[src/rtl/reg_load_arbiter_pkg.sv]
// Purpose: shared types and defaults for the reg_load_arbiter slice (FSM state encoding, sizes).
// Latency: n/a (declarations only).
// Backpressure: n/a.
package reg_load_pkg;

    typedef enum logic [1:0] {
        IDLE = 2'b00,
        LOAD = 2'b01,
        ACK  = 2'b10
    } state_e;

    localparam int N_REQ_DEF = 4;
    localparam int DW_DEF    = 4;
    localparam int IDW_DEF   = 2;

endpackage

[src/rtl/reg_load_arbiter_if.sv]
// Purpose: requester-side bundle of the load arbiter plus the drive lines to the shared register.
// Latency: n/a (wiring only); optional readback ports under REG_LOAD_ARBITER_SHADOW_EN.
// Backpressure: req is a level held until ack; the arbiter never stalls a granted load.
interface reg_load_arbiter_if
    import reg_load_pkg::*;
#(
    parameter int N_REQ = N_REQ_DEF,
    parameter int DW    = DW_DEF,
    parameter int IDW   = IDW_DEF
) ();

    logic [N_REQ-1:0]    req;
    logic [N_REQ*DW-1:0] req_data;
    logic [N_REQ-1:0]    ack;
    logic                ld;
    logic [DW-1:0]       d;
    logic                busy;
    logic [IDW-1:0]      grant_id;
`ifdef REG_LOAD_ARBITER_SHADOW_EN
    logic [DW-1:0]       shadow_q;
    logic [IDW-1:0]      shadow_id;

    modport slave  (input  req, req_data, output ack, ld, d, busy, grant_id, shadow_q, shadow_id);
    modport master (output req, req_data, input  ack, ld, d, busy, grant_id, shadow_q, shadow_id);
`else
    modport slave  (input  req, req_data, output ack, ld, d, busy, grant_id);
    modport master (output req, req_data, input  ack, ld, d, busy, grant_id);
`endif

endinterface

[src/rtl/reg_load_arbiter_rr_pick.sv]
// Purpose: combinational round-robin priority encoder: first set req bit at or after rr_ptr, wrapping.
// Latency: 0 cycles (pure combinational).
// Backpressure: none; valid simply reflects whether any request is set.
module rr_pick #(
    parameter int N_REQ = 4,
    parameter int IDW   = 2
) (
    input  logic [N_REQ-1:0] req,
    input  logic [IDW-1:0]   rr_ptr,
    output logic             valid,
    output logic [IDW-1:0]   idx
);

    // one spare bit so rr_ptr + offset never overflows before the wrap
    localparam logic [IDW:0] NREQ_W = (IDW+1)'(N_REQ);

    logic [IDW:0] cand;

    // scan offsets 0..N_REQ-1 from the pointer; the first hit wins
    always_comb begin
        valid = 1'b0;
        idx   = '0;
        cand  = '0;
        for (int i = 0; i < N_REQ; i++) begin
            cand = {1'b0, rr_ptr} + (IDW+1)'(i);
            if (cand >= NREQ_W) begin
                cand = cand - NREQ_W;
            end
            if (!valid && req[cand[IDW-1:0]]) begin
                valid = 1'b1;
                idx   = cand[IDW-1:0];
            end
        end
    end

endmodule

[src/rtl/reg_load_arbiter.sv]
// Purpose: round-robin share of one falling-edge parallel-load register; optional readback via REG_LOAD_ARBITER_SHADOW_EN.
// Latency: req seen in IDLE -> ld next cycle -> one-hot ack the cycle after; one grant per 3 cycles at best.
// Backpressure: requesters hold req/data until ack; requests arriving during LOAD/ACK wait for IDLE.
module reg_load_arbiter
    import reg_load_pkg::*;
#(
    parameter int N_REQ = N_REQ_DEF,
    parameter int DW    = DW_DEF,
    parameter int IDW   = IDW_DEF
) (
    input  logic                 clk,
    input  logic                 rst_n,
    reg_load_arbiter_if.slave    bus
);

    if ((1 << IDW) < N_REQ) begin : g_bad_idw
        $error("reg_load_arbiter: IDW too narrow for N_REQ");
    end

    state_e                 state_q, state_d;
    logic [IDW-1:0]         rr_ptr_q, rr_ptr_d;
    logic [IDW-1:0]         gid_q, gid_d;
    logic                   ld_q, ld_d;
    logic [DW-1:0]          d_q, d_d;
    logic [N_REQ-1:0]       ack_q, ack_d;
    logic                   busy_q, busy_d;
`ifdef REG_LOAD_ARBITER_SHADOW_EN
    logic [DW-1:0]          shadow_q_q, shadow_q_d;
    logic [IDW-1:0]         shadow_id_q, shadow_id_d;
`endif

    logic                   pick_vld;
    logic [IDW-1:0]         pick_idx;
    logic [DW-1:0]          slot [N_REQ];

    for (genvar gi = 0; gi < N_REQ; gi++) begin : g_slot
        assign slot[gi] = bus.req_data[gi*DW +: DW];
    end

    rr_pick #(
        .N_REQ (N_REQ),
        .IDW   (IDW)
    ) u_pick (
        .req    (bus.req),
        .rr_ptr (rr_ptr_q),
        .valid  (pick_vld),
        .idx    (pick_idx)
    );

    // next state and registered outputs; defaults hold everything
    always_comb begin
        state_d  = state_q;
        rr_ptr_d = rr_ptr_q;
        gid_d    = gid_q;
        ld_d     = ld_q;
        d_d      = d_q;
        ack_d    = ack_q;
        busy_d   = busy_q;
`ifdef REG_LOAD_ARBITER_SHADOW_EN
        shadow_q_d  = shadow_q_q;
        shadow_id_d = shadow_id_q;
`endif
        case (state_q)
            IDLE: begin
                if (pick_vld) begin
                    // data sampled only here; later req_data changes cannot disturb the load
                    state_d = LOAD;
                    ld_d    = 1'b1;
                    d_d     = slot[pick_idx];
                    gid_d   = pick_idx;
                    busy_d  = 1'b1;
                end
            end
            LOAD: begin
                state_d      = ACK;
                ld_d         = 1'b0;
                ack_d        = '0;
                ack_d[gid_q] = 1'b1;
`ifdef REG_LOAD_ARBITER_SHADOW_EN
                shadow_q_d  = d_q;
                shadow_id_d = gid_q;
`endif
            end
            ACK: begin
                state_d  = IDLE;
                ack_d    = '0;
                busy_d   = 1'b0;
                rr_ptr_d = (gid_q == IDW'(N_REQ-1)) ? '0 : gid_q + 1'b1;
            end
            default: begin
                state_d = IDLE;
                ld_d    = 1'b0;
                ack_d   = '0;
                busy_d  = 1'b0;
            end
        endcase
    end

    // state and output registers; reset drops ld immediately, aborting any pending load
    always_ff @(posedge clk or negedge rst_n) begin
        if (!rst_n) begin
            state_q  <= IDLE;
            rr_ptr_q <= '0;
            gid_q    <= '0;
            ld_q     <= 1'b0;
            d_q      <= '0;
            ack_q    <= '0;
            busy_q   <= 1'b0;
`ifdef REG_LOAD_ARBITER_SHADOW_EN
            shadow_q_q  <= '0;
            shadow_id_q <= '0;
`endif
        end else begin
            state_q  <= state_d;
            rr_ptr_q <= rr_ptr_d;
            gid_q    <= gid_d;
            ld_q     <= ld_d;
            d_q      <= d_d;
            ack_q    <= ack_d;
            busy_q   <= busy_d;
`ifdef REG_LOAD_ARBITER_SHADOW_EN
            shadow_q_q  <= shadow_q_d;
            shadow_id_q <= shadow_id_d;
`endif
        end
    end

    assign bus.ack      = ack_q;
    assign bus.ld       = ld_q;
    assign bus.d        = d_q;
    assign bus.busy     = busy_q;
    assign bus.grant_id = gid_q;
`ifdef REG_LOAD_ARBITER_SHADOW_EN
    assign bus.shadow_q  = shadow_q_q;
    assign bus.shadow_id = shadow_id_q;
`endif

endmodule

[src/flat_wrapper.sv]
// flat-port wrapper written by rule: the top's interface ports become plain ports
module reg_load_arbiter_flat import reg_load_pkg::*;
#(
    parameter int N_REQ = N_REQ_DEF,
    parameter int DW    = DW_DEF,
    parameter int IDW   = IDW_DEF
)
  (clk, rst_n, bus_req, bus_req_data, bus_ack, bus_ld, bus_d, bus_busy, bus_grant_id);
  reg_load_arbiter_if #(.N_REQ(N_REQ), .DW(DW), .IDW(IDW)) bus_i ();
  input  logic clk;
  input  logic rst_n;
  input wire logic [$bits(bus_i.req)-1:0] bus_req;
  input wire logic [$bits(bus_i.req_data)-1:0] bus_req_data;
  output wire logic [$bits(bus_i.ack)-1:0] bus_ack;
  output wire logic [$bits(bus_i.ld)-1:0] bus_ld;
  output wire logic [$bits(bus_i.d)-1:0] bus_d;
  output wire logic [$bits(bus_i.busy)-1:0] bus_busy;
  output wire logic [$bits(bus_i.grant_id)-1:0] bus_grant_id;
  assign bus_i.req = bus_req;
  assign bus_i.req_data = bus_req_data;
  assign bus_ack = bus_i.ack;
  assign bus_ld = bus_i.ld;
  assign bus_d = bus_i.d;
  assign bus_busy = bus_i.busy;
  assign bus_grant_id = bus_i.grant_id;
  reg_load_arbiter #(.N_REQ(N_REQ), .DW(DW), .IDW(IDW)) u_core (.clk(clk), .rst_n(rst_n), .bus(bus_i));
endmodule
[config.mk]
export PLATFORM = sky130hd
export DESIGN_NAME = reg_load_arbiter_flat
export DESIGN_NICKNAME = d
export VERILOG_FILES = /design/src/rtl/reg_load_arbiter_pkg.sv /design/src/rtl/reg_load_arbiter_if.sv /design/src/rtl/reg_load_arbiter_rr_pick.sv /design/src/rtl/reg_load_arbiter.sv /design/src/flat_wrapper.sv
export SDC_FILE = /design/constraint.sdc
export NUM_CORES = 1
export LEC_CHECK = 0
export ABC_AREA = 1
export BUFFER_PORTS_ARGS = -buffer_cell sky130_fd_sc_hd__buf_2
export CELL_PAD_IN_SITES_DETAIL_PLACEMENT = 0
export CELL_PAD_IN_SITES_GLOBAL_PLACEMENT = 1
export CORE_UTILIZATION = 39
export DETAILED_ROUTE_END_ITERATION = 16
export MAX_ROUTING_LAYER = met4
export PLACE_DENSITY_LB_ADDON = 0.15
export SLEW_MARGIN = 20
export SYNTH_ARGS = -nofsm -noshare
export SYNTH_HDL_FRONTEND = slang
export SYNTH_SLANG_ARGS = --single-unit
[constraint.sdc]
create_clock -name clk -period 3 [get_ports clk]
set_input_delay 0.75 -clock clk [delete_from_list [all_inputs] [get_ports clk]]
set_output_delay 0.75 -clock clk [all_outputs]
set_load 0.01 [all_outputs]
Yosys cells after proc, flatten, opt, wreduce, memory -nomap -nowiden
Cells that the tools add are included.

Magnitude comparators: 11. Reductions and logical operators: 11. Eq/ne operators: 4. Bitwise operators: 3. Add/subtract/negate cells: 8. Muxes and demuxes: 32.

Operators with widths (count): $mux W2 (10); $lt A2 B3 Y1 const B (5); $ge A3 B3 Y1 const B (4); $mux W1 (10); $bmux W1 S2 (4); $bmux W4 S2 (1); $mux W4 (2); $pmux W4 S2 (1); $sub A2 B1 Y2 const B (4); $add A2 B2 Y3 const B (2); $reduce_and A2 Y1 (3); $eq A2 B2 Y1 const B (2); $logic_and A1 B1 Y1 (4); $pmux W1 S2 (2); $pmux W2 S2 (1); $add A2 B1 Y3 const B (1); $ge A2 B3 Y1 const B (1); $logic_not A1 Y1 (3); $not A2 Y3 (1); $add A2 B1 Y2 const B (1); $demux W1 S2 (1); $eq A2 B1 Y1 const B (1); $ge A2 B1 Y1 const B (1); $logic_not A2 Y1 (1); other kinds (2) (3).

Register bits after elaboration: 16. Output and inout port bits: 12. Input port bits: 22.

Logic depth before layout (Yosys ltp)
Gate-level depths: netlist (run 1).

Word-level depth: 18. Mapped depth: 14. Depth with buffers taken out: 14.

Hierarchy
Synthesis (run 1) repeated with hierarchy kept, for this count alone.

Cells, all modules: 162. Area total of the unflattened synthesis: 1146.1 µm².

Modules (own cells, without submodules): reg_load_arbiter (instances 1, area an instance 827.0 µm², cells an instance 103); rr_pick (instances 1, area an instance 319.1 µm², cells an instance 59).

Worst setup path before layout (run 1)
OpenSTA, ideal clock, no wires.

Path type: in2reg. Start: input bus_req[2]. End: register u_core.d_q[3] (netlist: u_core.bus.d[3]). Library setup time: 0.121 ns. Arrival time: 1.674 ns. Cell stages on the path: 11. Path slack: 1.205 ns. Cells stage by stage: inv_1 -> nand2_1 -> nand3_2 -> nand2_4 -> nor2_8 -> nand3_4 -> nand3_4 -> buf_8 -> a21oi_1 -> nand2_1 -> nand3_2.

Word-level cells in the longest chain between the ends: 16. Elaborated cells on any way between the ends: 27.

RTL lines: from (decl) (line flat_wrapper.sv:12) `input wire logic [$bits(bus_i.req)-1:0] bus_req;`; $bmux W1 S2 (line reg_load_arbiter_rr_pick.sv:29) `if (!valid && req[cand[IDW-1:0]]) begin`; $mux W1 (not written as such) (line reg_load_arbiter_rr_pick.sv:29); $mux W1 (line reg_load_arbiter_rr_pick.sv:29); $logic_not A1 Y1 (line reg_load_arbiter_rr_pick.sv:29); $logic_and A1 B1 Y1 (line reg_load_arbiter_rr_pick.sv:29); $mux W1 (line reg_load_arbiter_rr_pick.sv:29); $logic_not A1 Y1 (line reg_load_arbiter_rr_pick.sv:29); $logic_and A1 B1 Y1 (line reg_load_arbiter_rr_pick.sv:29); $mux W1 (line reg_load_arbiter_rr_pick.sv:29); $logic_not A1 Y1 (line reg_load_arbiter_rr_pick.sv:29); $logic_and A1 B1 Y1 (line reg_load_arbiter_rr_pick.sv:29); $mux W2 (line reg_load_arbiter_rr_pick.sv:29); $not A2 Y3 (not written as such) (line reg_load_arbiter.sv:69) `d_d = slot[pick_idx];`; $bmux W4 S2 (line reg_load_arbiter.sv:69); $mux W4 (not written as such) (2 in a row) (line reg_load_arbiter.sv:69); to (signal assigned) (line reg_load_arbiter.sv:106) `d_q <= '0;`; to (signal assigned) (line reg_load_arbiter.sv:118) `d_q <= d_d;`; to (decl) (line reg_load_arbiter.sv:24) `logic [DW-1:0] d_q, d_d;`.

Parallel ways exist; a longest one is shown, timed or not. The select of a mux whose other input is x is not followed. A chain may end at the register's enable or synchronous reset.

Worst setup path after layout (run 1)
Start: register u_core.rr_ptr_q[0]. End: register u_core.d_q[2] (netlist: u_core.bus.d[2]).

Word-level cells in the longest chain between the ends: 18. Elaborated cells on any way between the ends: 42.

RTL lines: from (decl) (line reg_load_arbiter.sv:21) `logic [IDW-1:0] rr_ptr_q, rr_ptr_d;`; from (signal assigned) (line reg_load_arbiter.sv:115) `rr_ptr_q <= rr_ptr_d;`; branches (longest 18 deep; another with $add A2 B1 Y3).

Parallel ways; which one is timed is not known. The select of a mux whose other input is x is not followed.

==> results of run 1 <==
[worst reg2reg max path: stages, from the launching register on]
cell and delay [ps]:
dfrtp_1 650, inv_2 200, nand2_1 160, nand2_4 80
nand2_4 80, nand2_4 70, nor2_8 110, nand3_4 110
nand2_2 230, nor2_1 100, nand2_1 90, nand3_1 70
[state kept, by name, indices dropped and copies added, names as in the netlist]
register and count:
u_core.bus.grant_id 2, u_core.bus.d 4, u_core.rr_ptr_q 2, u_core.bus.ld 1
u_core.bus.busy 1, u_core.state_q 2, u_core.bus.ack 4
[routing by layer]
| metal | global-route usage | routed length (um) | up-vias |
|---|---|---|---|
| met4 | 0.04181 | 0 | 0 |
| met3 | 0.01361 | 113 | 0 |
| met1 | 0.2244 | 1195 | 458 |
| li1 | - | - | 556 |
| met5 | - | 0 | - |
| met2 | 0.2608 | 1054 | 34 |
[through the flow]
stage | power [mW] | hold slack [ps] | area [sq um] | worst slack, ps | utilization
floorplan | 1.431 | 454.4 | 1200 | 1205 | -
global placement | 1.592 | 459.3 | 1370 | 915.6 | 0.4843
detailed placement | 1.612 | 471.3 | 1370 | 895.3 | 0.4843
CTS | 1.728 | 374.7 | 1393 | 915.0 | 0.4923
global route | 1.907 | 383.7 | 1393 | 742.2 | 0.4923
finish | 1.710 | 358.6 | 1393 | 933.0 | 0.4923
[cell type report]
cell class,count,share of cell area
Tap cell,31,0.02785
Clock buffer,3,0.01617
Multi-Input combinational cell,113,0.4771
Sequential cell,16,0.2875
Inverter,27,0.07278
Timing Repair Buffer,33,0.1186
[where the power goes]
part / switching [mW] / internal, mW
logic: 0.758 / 0.421
clock network: 0.0635 / 0.0465
registers: 0.0980 / 0.323
total: 0.920 / 0.790
[placed cells by master, fill, tap and decap left out, drive strengths merged]
master and n:
buf 33, nand2 68, inv 27, dfrtp 16
o21ai 9, ha 4, nor2 9, o31ai 1
a22o 3, clkbuf 3, nand4 2, a21oi 2
nand3 15
[final timing paths]
kind / from / end / slack, ps / cells past startpoint
max: u_core.rr_ptr_q[0] / u_core.bus.d[2] / 930 / 11
max in group asynchronous: rst_n / u_core.bus.busy / 2370 / 1
min in group clk: u_core.bus.ack[3] / u_core.bus.ack[3] / 490 / 2
min reg2reg: u_core.bus.ack[3] / u_core.bus.ack[3] / 490 / 2
max reg2reg: u_core.rr_ptr_q[0] / u_core.bus.d[2] / 930 / 11
min: rst_n / u_core.bus.ack[0] / 360 / 1
[cells by family (layout without fill, tap and decap cells)]
group,count (synthesis),count (layout)
buf+inv,30,63
flops,16,16
fa+ha+maj,4,4
compound gates,15,15
simple gates,94,94
==> flow_summary.ini, run 1 <==
[power_and_ir_drop]
power_per_cell_area_mw_per_mm2 = 1228
power.leakage_nw = 0.8365
irDropWorstVdd_v = 0.0004396

[drt]
drt_pass1_iterations = 10
drc = 1
vias = 1048
ant_nets = 0
drtIter0Drc = 23
routedWlPerCell_um = 10.60
via_per_inst = 4.700
drt-total-wl_um = 2364

[clock_network]
clockBufferDepth = 2
cts_hold_buf = 0
cts_sinks = 16
htreeDepth = 1
post-cts-setup-buffers = 0
cts_made_buffers = 3
cts_tree = yes
clk_pin_slew_ps = 100
cts.repair.resized = 0
insertion_delay_ps = 280
clock-root-buffer = clkbuf_4

[synth]
synth_top_family_by_area = simple AND/OR/NAND/NOR gates
post_synth_inst_count = 159
synth_area_sq_mm = 0.001200
synth_edf_count = 0
synth_top_area_share = 0.3337
yosysSeqAreaShare = 0.3337
synth-compound-area-share = 0.07404
synth_async_sr_flop_share = 1.000
yosysMostFrequentCell = nand2_1
ys_types = 23
synthTopCellsByArea = dfrtp_1, nand2_1, inv_1, nand2_2, nand2_4
synth-main-ff-cell = dfrtp_1
synth_xor_area_frac = 0
muxShareOfSynthArea = 0
synth_warnings = 0
post-synth-top-area-cell = dfrtp_1
synthTopCellsByCount = nand2_1, inv_1, dfrtp_1
synthSimpleGateAreaFrac = 0.4380
synth_fa_ha_area_frac = 0.04171
ys_ff_latch = 16
syn_nets = 185
syn_area_per_cell_sq_um = 7.547

[setup_path]
start_kind = flop
critPathArrivalTime_ps = 2230
required_ps = 3160
critPathMaxStageDelay_ps = 650
path_cells = inv_2 > nand2_1 > nand2_4 > nand2_4 > nand2_4 > nor2_8 > nand3_4 > nand2_2 > nor2_1 > nand2_1 > nand3_1
cpMaxStageDelayCell = dfrtp_1
crit_fanout = 13
cpMostUsedCell = nand2_4
crit_path_end_kind = flop
crit_type = flop to flop
cpLargestDelayFamily = simple AND/OR/NAND/NOR gates
cp.buffers_inverters = 1

[run_status]
status = finished, violations left
violations = design-rule violations

[timing]
fin_crit_ps = 2067
tightest_slew_ps = 477.4
hold_violations = 0
rsz0062_at_grt = no
skew_ps = 9.628
setup_viol = 0
slew-limit-headroom = 0.6817
tns_ps = 0
slew_violations = 0
fin_crit_sh = 0.6890
fmax_mhz = 483.8

[global_routing]
grt_usage = 0.1637
grt_pass1_wl_um = 4112
grt_pass1_vias = 964
gr-total-overflow = 0
antenna_found_initial = 0
grt_max_degree = 17

[hold_path]
hp-class = input pin to asynchronous set/reset pin

[final_layout]
fin_nets = 220
fillers = 287
regArea_sq_um = 400.4
antenna_cells = 0
drive_gt1_frac = 0.3542
area_delta_synth_final_pct = 16.06
multiInputGateArea_sq_um = 664.4
final_cells = 223

[placed_design]
io_buffers = 33
placed_cells = 220
hpwl_um = 1912
gp_congestion = 0.8477

[floorplan]
num_io_pins = 34
initial_utilization = 0.4241
core_sq_mm = 0.002829
die_area_sq_mm = 0.003302
die_h_um = 57.47
die_w_um = 57.47
rows = 19

[flow_run]
drv_cap = 0
Note: power is estimated with default switching activity, not from simulation.
==> run 2: changes to the inputs <==
--- a/config.mk
+++ b/config.mk
@@ -5,11 +5,11 @@
 export SDC_FILE = /design/constraint.sdc
 export NUM_CORES = 1
 export LEC_CHECK = 0
-export ABC_AREA = 1
+export ABC_AREA = 0
 export BUFFER_PORTS_ARGS = -buffer_cell sky130_fd_sc_hd__buf_2
 export CELL_PAD_IN_SITES_DETAIL_PLACEMENT = 0
 export CELL_PAD_IN_SITES_GLOBAL_PLACEMENT = 1
-export CORE_UTILIZATION = 39
+export CORE_UTILIZATION = 33
 export DETAILED_ROUTE_END_ITERATION = 16
 export MAX_ROUTING_LAYER = met4
 export PLACE_DENSITY_LB_ADDON = 0.15
==> constraint.sdc (replaced) <==
create_clock -name clk -period 1.78 [get_ports clk]
set_input_delay 0.445 -clock clk [delete_from_list [all_inputs] [get_ports clk]]
set_output_delay 0.445 -clock clk [all_outputs]
set_load 0.01 [all_outputs]
==> flow_summary.ini, run 2 <==
[run_status]
status = finished, final reports clean

[synth]
yosysSeqAreaShare = 0.4145
synth_warnings = 0
synth_top_family_by_area = simple AND/OR/NAND/NOR gates
muxShareOfSynthArea = 0.06347
synthTopCellsByCount = dfrtp_1, nor4b_1, o31a_1
syn_area_per_cell_sq_um = 10.17
synth_async_sr_flop_share = 1.000
syn_nets = 121
yosysMostFrequentCell = dfrtp_1
synthTopCellsByArea = dfrtp_1, nor4b_1, o31a_1, ha_1, mux2i_1
post_synth_inst_count = 95
synth_xor_area_frac = 0
post-synth-top-area-cell = dfrtp_1
synth_area_sq_um = 965.9
synth_top_area_share = 0.4145
synth-compound-area-share = 0.1943
ys_types = 28
synth_fa_ha_area_frac = 0.05181
synth_edf_count = 0
ys_ff_latch = 16
synthSimpleGateAreaFrac = 0.2060
synth-main-ff-cell = dfrtp_1

[clock_network]
insertion_delay_ps = 290
cts_sinks = 16
cts_hold_buf = 0
clockBufferDepth = 2
htreeDepth = 1
clock-root-buffer = clkbuf_4
clk_pin_slew_ps = 100
cts_tree = yes
cts_made_buffers = 3

[floorplan]
die_h_um = 56.10
die_area_sq_mm = 0.003147
num_io_pins = 34
die_w_um = 56.10
rows = 19
initial_utilization = 0.3503
core_sq_mm = 0.002758

[power_and_ir_drop]
power_per_cell_area_mw_per_mm2 = 1531
power.leakage_nw = 0.6005
p_total_mw = 1.843
irDropWorstVdd_v = 0.0007449

[setup_path]
required_ps = 1950
r2r_start = u_core.rr_ptr_q[1]
critPathArrivalTime_ps = 1730
crit_type = flop to flop
r2r_cells = 5
rr_endpoint = u_core.bus.d[3]
crit_fanout = 17
crit_path_end_kind = flop
start_kind = flop
r2r_setup_slack_ps = 220

[placed_design]
dpl_cell_area_sq_mm = 0.001162
io_buffers = 33
placed_cells = 159
hpwl_um = 1664
gp_congestion = 0.8150

[flow_run]
drv_cap = 0

[hold_path]
hp-class = input pin to asynchronous set/reset pin

[final_layout]
fin_nets = 159
area_delta_synth_final_pct = 24.61
antenna_cells = 0
mostFrequentLayoutCells = buf_2, dfrtp_1, nor4b_1, o31a_1, o21ai_1
drive_gt1_frac = 0.3712
layout_commonest_cell = buf_2
final_cells = 163
final_cell_area_sq_mm = 0.001204

[timing]
hold_violations = 0
holdWs_ps = 44.90
setup_viol = 0
tns_ps = 0
fmax_mhz = 640.3
skew_ps = 12.52
fin_crit_sh = 0.8774
tightest_slew_ps = 370.9
slew_violations = 0
fin_crit_ps = 1562
slew-limit-headroom = 0.7521
rsz0062_at_grt = no

[global_routing]
grt_usage = 0.1614
antenna_found_initial = 0
grt_max_degree = 18
grt_pass1_vias = 852
grt_pass1_wl_um = 3822
gr-total-overflow = 0

[drt]
vias = 856
drt-total-wl_um = 2209
drtIter0Drc = 39
drc = 0
routedWlPerCell_um = 13.55
via_per_inst = 5.252
ant_nets = 0
drt_pass1_iterations = 4
[run 2: cell count changes in the layout (fill, tap and decap cells not counted), moves of 4 or more]
cell	previous run	this run
o31a_1	0	8
nand3_2	5	0
inv_2	5	0
nand2_1	51	6
buf_4	0	5
nor4b_1	0	8
mux2i_1	0	5
nand2_4	6	0
nand2_2	11	0
inv_1	22	6
nand3_1	8	4
[run 2: critical path: stages (launching register included)]
cell and delay [ps]:
dfrtp_1 430, mux2i_1 320, nor2_4 140, o31a_1 300, o21ai_1 140, nand3_1 100
[run 2: layer usage]
metal,GRT usage,wire length [um]
met5,-,0
met3,0.06279,144
met1,0.2006,983
met4,0.04181,21
met2,0.2466,1059
[run 2: layout make-up]
class | count | area (sq um)
inverter | 6 | 22.52
sequential | 16 | 400.4
tap | 31 | 38.79
fill | 276 | 1554
timing repair buffer | 38 | 202.7
clock buffer | 4 | 36.28
multi-input combinational | 68 | 503.0
[run 2: worst max-delay path by stage]
stage,from,to,slack (ps)
2_1_floorplan,bus_req[1],u_core.bus.d[3],340
3_3_place_gp,bus_req[2],u_core.bus.d[1],120
5_1_grt,u_core.rr_ptr_q[1],u_core.bus.d[0],70
4_1_cts,u_core.rr_ptr_q[1],u_core.bus.d[3],140
6_report,u_core.rr_ptr_q[1],u_core.bus.d[3],220
3_5_place_dp,bus_req[2],u_core.bus.d[1],80
[run 2: cells by family after synthesis]
logic type                 Yosys count
AOI/OAI and AO/OA                   26
adders and majority gates            4
buffers and inverters               11
DFF                                 16
muxes                                6
and+or+nand+nor                     32
[run 2: per-stage QoR]
step / util / setup slack [ps]
after floorplan: - / 338.9
after global placement: 0.4215 / 119.5
after detailed placement: 0.4215 / 75.88
after CTS: 0.4347 / 144.1
after global routing: 0.4365 / 65.13
final: 0.4365 / 218.2
[run 2: what timing repair did]
| action | 4_1_cts | 5_1_grt |
|---|---|---|
| buffers inserted | 0 | 0 |
| gates resized for setup | 0 | 1 |
| endpoints found under the setup margin | 0 | 2 |
[run 2: where the power goes]
group          switching (mW)  total, mW  internal, mW  leakage, nW
clock network           0.120      0.244         0.125       0.0210
logic                   0.505      0.941         0.437        0.381
registers               0.127      0.657         0.530        0.199
total                   0.752       1.84          1.09        0.601
